--- src/rtl/alu_result_stage.sv ---
// Writeback register stage behind the 8-bit ALU: captures result and flags, keeps the status register,
// and feeds the register-file write port through a 2-entry skid buffer with a registered in_ready.
module alu_result_stage #(
    parameter int WIDTH = 8
) (
    input  logic             clk,
    input  logic             rst,
    input  logic             in_valid,
    output logic             in_ready,
    input  logic [WIDTH-1:0] in_result,
    input  logic             in_carry,
    input  logic             in_overflow,
    input  logic             in_flag_we,
    output logic             out_valid,
    input  logic             out_ready,
    output logic [WIDTH-1:0] out_result,
    output logic [3:0]       out_flags,
    output logic [3:0]       status
);

    typedef enum logic [1:0] {
        EMPTY = 2'd0,
        ONE   = 2'd1,
        TWO   = 2'd2
    } state_t;

    state_t state_q, state_d;

    // Entry layout: {result, N, Z, C, V}
    logic [WIDTH+3:0] head_q, head_d;
    logic [WIDTH+3:0] skid_q, skid_d;
    logic [3:0]       status_q, status_d;

    logic             accept;
    logic             pop;
    logic [3:0]       new_flags;
    logic [WIDTH+3:0] new_entry;

    always_comb begin
        accept = in_valid && (state_q != TWO);
        pop    = (state_q != EMPTY) && out_ready;
        // A non-writing op inherits status_q, which already reflects a flag write on the previous edge.
        if (in_flag_we) begin
            new_flags = {in_result[WIDTH-1], (in_result == '0), in_carry, in_overflow};
        end else begin
            new_flags = status_q;
        end
        new_entry = {in_result, new_flags};
    end

    always_comb begin
        state_d  = state_q;
        head_d   = head_q;
        skid_d   = skid_q;
        status_d = status_q;

        if (accept && in_flag_we) begin
            status_d = new_flags;
        end

        case (state_q)
            EMPTY: begin
                if (accept) begin
                    head_d  = new_entry;
                    state_d = ONE;
                end
            end
            ONE: begin
                if (accept && pop) begin
                    head_d = new_entry;
                end else if (accept) begin
                    skid_d  = new_entry;
                    state_d = TWO;
                end else if (pop) begin
                    state_d = EMPTY;
                end
            end
            TWO: begin
                if (pop) begin
                    head_d  = skid_q;
                    state_d = ONE;
                end
            end
            default: begin
                state_d = EMPTY;
            end
        endcase
    end

    always_ff @(posedge clk) begin
        if (rst) begin
            state_q  <= EMPTY;
            head_q   <= '0;
            skid_q   <= '0;
            status_q <= '0;
        end else begin
            state_q  <= state_d;
            head_q   <= head_d;
            skid_q   <= skid_d;
            status_q <= status_d;
        end
    end

    assign in_ready   = (state_q != TWO);
    assign out_valid  = (state_q != EMPTY);
    assign out_result = head_q[WIDTH+3:4];
    assign out_flags  = head_q[3:0];
    assign status     = status_q;

endmodule
--- config.mk ---
export PLATFORM = sky130hd
export DESIGN_NAME = alu_result_stage
export DESIGN_NICKNAME = d
export VERILOG_FILES = /design/src/rtl/alu_result_stage.sv
export SDC_FILE = /design/constraint.sdc
export NUM_CORES = 1
export LEC_CHECK = 0
export BUFFER_PORTS_ARGS = -buffer_cell sky130_fd_sc_hd__buf_2
export CELL_PAD_IN_SITES_DETAIL_PLACEMENT = 1
export CELL_PAD_IN_SITES_GLOBAL_PLACEMENT = 2
export CORE_MARGIN = 2
export CORE_UTILIZATION = 33
export CTS_CLUSTER_SIZE = 8
export DETAILED_ROUTE_END_ITERATION = 10
export PLACE_DENSITY = 0.92
export SLEW_MARGIN = 10
export SYNTH_ARGS = -nofsm -noshare
export SYNTH_HDL_FRONTEND = slang
export SYNTH_SLANG_ARGS = --single-unit
export TNS_END_PERCENT = 1
--- constraint.sdc ---
create_clock -name clk -period 2.52 [get_ports clk]
set_input_delay 0 -clock clk [delete_from_list [all_inputs] [get_ports clk]]
set_output_delay 0 -clock clk [all_outputs]
set_load 0.005 [all_outputs]
## Yosys cells after proc, flatten, opt, wreduce, memory -nomap -nowiden

Cells that the tools add are included.

- Equality and inequality tests: 8
- Muxes and demuxes: 11
- Bitwise gates (word level): 1
- Reductions and logical operators: 11

Operators with widths:

| kind | count |
|---|---|
| two-way mux 12 bit | 3 |
| one-hot mux 12 bit (3 select lines) | 1 |
| two-way mux 2 bit | 5 |
| inequality test 2 bit (second input constant) | 5 |
| zero test 8 bit | 1 |
| AND reduction 4 bit | 2 |
| one-hot mux 2 bit (3 select lines) | 1 |
| logical AND 1 bit | 4 |
| two-way mux 4 bit | 1 |
| inequality test 3 bit (second input constant) | 1 |
| AND reduction 3 bit | 1 |
| nonzero test 3 bit | 1 |
| equality test 2 x 1 -> 1 bit (second input constant) | 1 |
| equality test 2 bit (second input constant) | 1 |
| zero test 2 bit | 1 |
| nonzero test 2 bit | 1 |
| NOT 1 bit | 1 |

- Flip-flop bits (word level): 30
- Input bits: 15
- Output and inout bits: 18
- Logic and storage cells: 35

## Longest topological paths before layout

- Depth in word-level cells: 6
- Mapped depth: 7
- Gate-level depth less buffers: 4

## Worst setup path before layout

OpenSTA, ideal clock, no wires.

- Kind: register to register
- Start point: reg state_q[1]
- End point: reg head_q[11]
- Setup time: 0.086 ns
- Arrival: 1.228 ns
- Required time: 2.434 ns
- Setup slack: 1.207 ns
- Cell stages (with the launch flop): 7
- Buffers on the path: 2
- Clock period less this slack: 1.313 ns
- Path through: dfxtp_1 -> buf_2 -> mux2i_1 -> o21ai_4 -> buf_6 -> nor2_1 -> a211oi_1

- Word-level cells in the longest chain between the ends: 5
- Elaborated cells between the ends (all ways): 14
- Those cells by class: 6 x eq/ne; 1 x mux; 7 x reduce/logical

RTL lines:

| what | RTL line | source |
|---|---|---|
| from (decl) | 27 | `state_t state_q, state_d;` |
| from (signal assigned) | 97 | `state_q <= state_d;` |
| inequality test 2 bit or nonzero test 2 bit (tied branches) | 40, 41 |  |
| logical AND 1 bit, on equally long branches | 40, 41 |  |
| logical AND 1 bit | 69 | `if (accept && pop) begin` |
| inequality test 2 bit (no line) | -- |  |
| AND reduction 4 bit (no line) | -- |  |
| to (signal assigned) | 93 | `head_q <= '0;` |
| to (signal assigned) | 98 | `head_q <= head_d;` |
| to (decl) | 30 | `logic [WIDTH+3:0] head_q, head_d;` |

Several ways; a longest one is shown, not always the timed one.
A chain may end at the register's enable or synchronous reset.

## Worst setup path in the final report

- Start point: reg state_q[0]
- End point: reg skid_q[2]

- Word-level cells in the longest chain between the ends: 5
- Elaborated cells between the ends (all ways): 8
- Those cells by class: 2 x eq/ne; 1 x bitwise; 5 x reduce/logical

RTL lines:

| what | RTL line | source |
|---|---|---|
| inequality test 2 bit or nonzero test 2 bit (tied branches) | 40, 41 |  |
| logical AND 1 bit, on equally long branches | 40, 41 |  |
| logical AND 1 bit | 69 |  |
| NOT 1 bit (no line) | -- |  |
| AND reduction 3 bit (no line) * | -- |  |
| to (signal assigned) | 99 | `skid_q <= skid_d;` |
| to (decl) | 31 | `logic [WIDTH+3:0] skid_q, skid_d;` |

Every way passes the cells marked *; elsewhere a longest branch is shown, timed or not.

==> results.yml <==
finish:
  syn2layout_area_growth_pct: 24.3
  diodes_inserted: 0
  drive_gt1_frac: 0.281
  nFillCells: 486
  nets: 201
  postLayoutCoreUtil: 0.426
place:
  dp_worst_setup_slack_ps: 830
  final_wtd_congestion: 0.724
  portBuffers: 32
clock_tree:
  clock_insertion_delay_worst_skew_ps: 280
  clock_path_buffers: 2
  cts_made_buffers: 5
  cts.sinks: 30
  cts.reportedPaths.clkPinSlew_ps: 60
  tritoncts: "done"
  cts.repair_timing.setup_buffer_count: 0
  htreeDepth: 2
  cts_root_buf: "sky130_fd_sc_hd__clkbuf_8"
sta:
  min_period_over_period: 0.690
  hold_violations: 0
  fin_setup_tns_ps: 0
  slack_of_the_critical_path_ps: 781
  timing.fmax_ghz: 0.575
  finalSetupViolations: 0
  post-route-min-period_ps: 1740
  timing.final.max_slew_violations: 0
  tightestPinTransition_ps: 846
  fin_worst_hold_slack_ps: 7.63
  fin_skew_ps: 1.81
  relSlewSlack: 0.433
  rsz_0062_raised_after_global_routing: "false"
global_routing:
  vias_in_the_first_global_route: 1165
  track_usage: 0.168
  gr-total-overflow: 0
  grt_first_pass_wirelength_microns: 5620
  grt_start_max_net_pins: 31
  number_of_antenna_violations_at_the_first_check_in_global_routing: 0
yosys:
  synth.distinct_cells: 29
  async_set_reset_flop_share_out_of_synthesis: 0
  synth.cell_area_sq_um: 1360
  seq_area_frac_synth: 0.441
  synth.top_cells.by_area: "sky130_fd_sc_hd__dfxtp_1 44%, sky130_fd_sc_hd__mux2i_1 12%, sky130_fd_sc_hd__nand2_1 6.3%"
  syn_avg_cell_area_sq_um: 9.14
  syn-num-nets: 164
  warning_count_from_the_yosys_run: 0
  synth_enable_flop_cells: 0
  dominantRegCellSynth: "sky130_fd_sc_hd__dfxtp_1"
  synth_largest_area_cell: "sky130_fd_sc_hd__dfxtp_1"
  ys_seq_elements: 30
  syn_inst: 149
  fraction_of_post_synthesis_cell_area_in_the_top_cell_type_by_area: 0.441
status:
  outcome: "finished, final reports clean"
setup_path:
  cp_data_arrival_time_ps: 1940
  kind_of_cell_with_the_highest_combined_delay_on_the_critical_path: "simple AND/OR/NAND/NOR gates"
  critPathMaxStageDelay_ps: 770
  cell_chain_of_the_critical_path: "nor3b_2 -> nor2_1 -> a211oi_2"
  worstSetupEndpointType: "flop"
  critical_setup_path_kind: "flop to flop"
  crit_path_start_kind: "flop"
  timing.critical_path.buf_inv: 0
  cp_data_required_time_ps: 2720
  crit_path_max_fanout: 14
  critical-path-slowest-cell: "sky130_fd_sc_hd__nor3b_2"
detailed_routing:
  ant_nets: 0
  via_count: 1176
  routed_wl_microns: 3500
  route.detailed.drc: 0
  top_layer_used: "met4"
  drtPass1Iterations: 4
  detailroute.wirelength.met2_microns: 1800
  dr_iter_0_viols: 27
  wl_met1_microns: 1480
  drt-vias-per-instance: 5.00
  routedWlPerCell_microns: 14.9
  met3WireLength_microns: 99
run:
  maxCapViolCount: 0
power_and_ir_drop:
  post-layout-total-power_uw: 1050
  p_leak_uw: 0.000742
  switching_share: 0.255
  combPwrFrac: 0.148
  seq_power_share: 0.494
  netSwitchingPower_uw: 268
  power.clock.fraction: 0.358
  p_per_cell_area_nw_per_um2: 623
  ir_drop_uv: 221
  cell_internal_power_dissipation_uw: 785
die:
  fp.dieArea_sq_um: 4650
  die_w_microns: 68.2
  number_of_placement_rows: 23
  die_span_y_microns: 68.2
  area_of_the_core_sq_um: 3970
  boundaryPins: 33
  initial_core_utilization: 0.343
worst_hold_path:
  hold_class: "primary input to flop"
[cell usage after synthesis (2+ instances only)]
cell type / instances
sky130_fd_sc_hd__dfxtp_1: 30
sky130_fd_sc_hd__nor2_1: 20
sky130_fd_sc_hd__mux2_2: 4
sky130_fd_sc_hd__a211oi_1: 11
sky130_fd_sc_hd__nand3b_1: 2
sky130_fd_sc_hd__a211oi_2: 2
sky130_fd_sc_hd__nand2_1: 23
sky130_fd_sc_hd__mux2i_1: 16
sky130_fd_sc_hd__a21oi_1: 12
sky130_fd_sc_hd__clkbuf_1: 3
sky130_fd_sc_hd__nand2b_1: 3
sky130_fd_sc_hd__buf_2: 6
[placed cells by master, fill, tap and decap left out]
cell                            count
sky130_fd_sc_hd__buf_2             32
sky130_fd_sc_hd__dfxtp_1           30
sky130_fd_sc_hd__nand2_1           23
sky130_fd_sc_hd__nor2_1            20
sky130_fd_sc_hd__mux2i_1           16
sky130_fd_sc_hd__a21oi_1           12
sky130_fd_sc_hd__a211oi_1          11
sky130_fd_sc_hd__dlygate4sd3_1      7
sky130_fd_sc_hd__clkbuf_8           6
sky130_fd_sc_hd__mux2_2             4
sky130_fd_sc_hd__nand2b_1           3
sky130_fd_sc_hd__nand3b_1           2
sky130_fd_sc_hd__a211oi_2           2
sky130_fd_sc_hd__or2_2              1
sky130_fd_sc_hd__and3_1             1
sky130_fd_sc_hd__nor2b_1            1
sky130_fd_sc_hd__o21ai_4            1
sky130_fd_sc_hd__nor3b_2            1
sky130_fd_sc_hd__o21a_1             1
sky130_fd_sc_hd__o21ai_0            1
sky130_fd_sc_hd__inv_1              1
sky130_fd_sc_hd__or4_4              1
sky130_fd_sc_hd__or3_1              1
sky130_fd_sc_hd__nor4_4             1
sky130_fd_sc_hd__a21oi_2            1
sky130_fd_sc_hd__o21bai_1           1
sky130_fd_sc_hd__nor3_1             1
sky130_fd_sc_hd__nor3b_1            1
sky130_fd_sc_hd__or3b_2             1
sky130_fd_sc_hd__buf_4              1
[state kept, by name, indices dropped and copies added (netlist names)]
signal	count
status	4
head_q	12
skid_q	12
state_q	2
[worst min-delay path: stages]
cell and delay (ps):
sky130_fd_sc_hd__buf_2 110, sky130_fd_sc_hd__nand2_1 70, sky130_fd_sc_hd__a21oi_1 60
[per-layer routing]
metal | vias to the layer above | GRT usage
li1 | 587 | -
met4 | 0 | 0.113
met3 | 11 | 0.0313
met5 | - | 0
met2 | 19 | 0.278
met1 | 559 | 0.197
[kinds of logic after synthesis]
kind of cell,share of synthesized area
AOI/OAI and AO/OA,0.156
and+or+nand+nor,0.210
muxes,0.151
DFF,0.441
buffers and inverters,0.0414
[what timing repair did]
action	in CTS	in global routing
resized for setup	0	0
hold buffers	7	0
endpoints found under the hold margin	7	0
[cell type report]
cell class                 count  area [sq um]  share of cell area
timing repair buffer          40           238               0.141
multi-input combinational    108           704               0.416
inverter                       1          3.75             0.00222
tap                           50          62.6              0.0370
clock buffer                   6          82.6              0.0488
sequential                    30           601               0.355
[final timing paths]
| path | start | to | slack, ps | depth (start not counted) |
|---|---|---|---|---|
| worst min register to register | skid_q[3]$_SDFFE_PP0P_ | skid_q[3]$_SDFFE_PP0P_ | 460 | 2 |
| worst max-delay path | state_q[0]$_SDFFE_PP0P_ | skid_q[2]$_SDFFE_PP0P_ | 780 | 3 |
| worst min-delay path | in_result[6] | skid_q[10]$_SDFFE_PP0P_ | 8 | 3 |
| worst max register to register | state_q[0]$_SDFFE_PP0P_ | skid_q[2]$_SDFFE_PP0P_ | 780 | 3 |
[metrics by stage]
stage	cells	area (sq um)
finish	235	1690
global route	235	1690
CTS	235	1690
detailed placement	222	1540
global placement	222	1540
floorplan	149	1360
[power by group through the flow]
stage               registers [uW]  clock network (uW)  logic (uW)
floorplan                      527                   0        96.2
global placement               528                   0         144
detailed placement             531                   0         148
CTS                            521                 384         158
global route                   525                 402         175
finish                         521                 377         156
No activity file was read; power rests on OpenSTA's default activity.
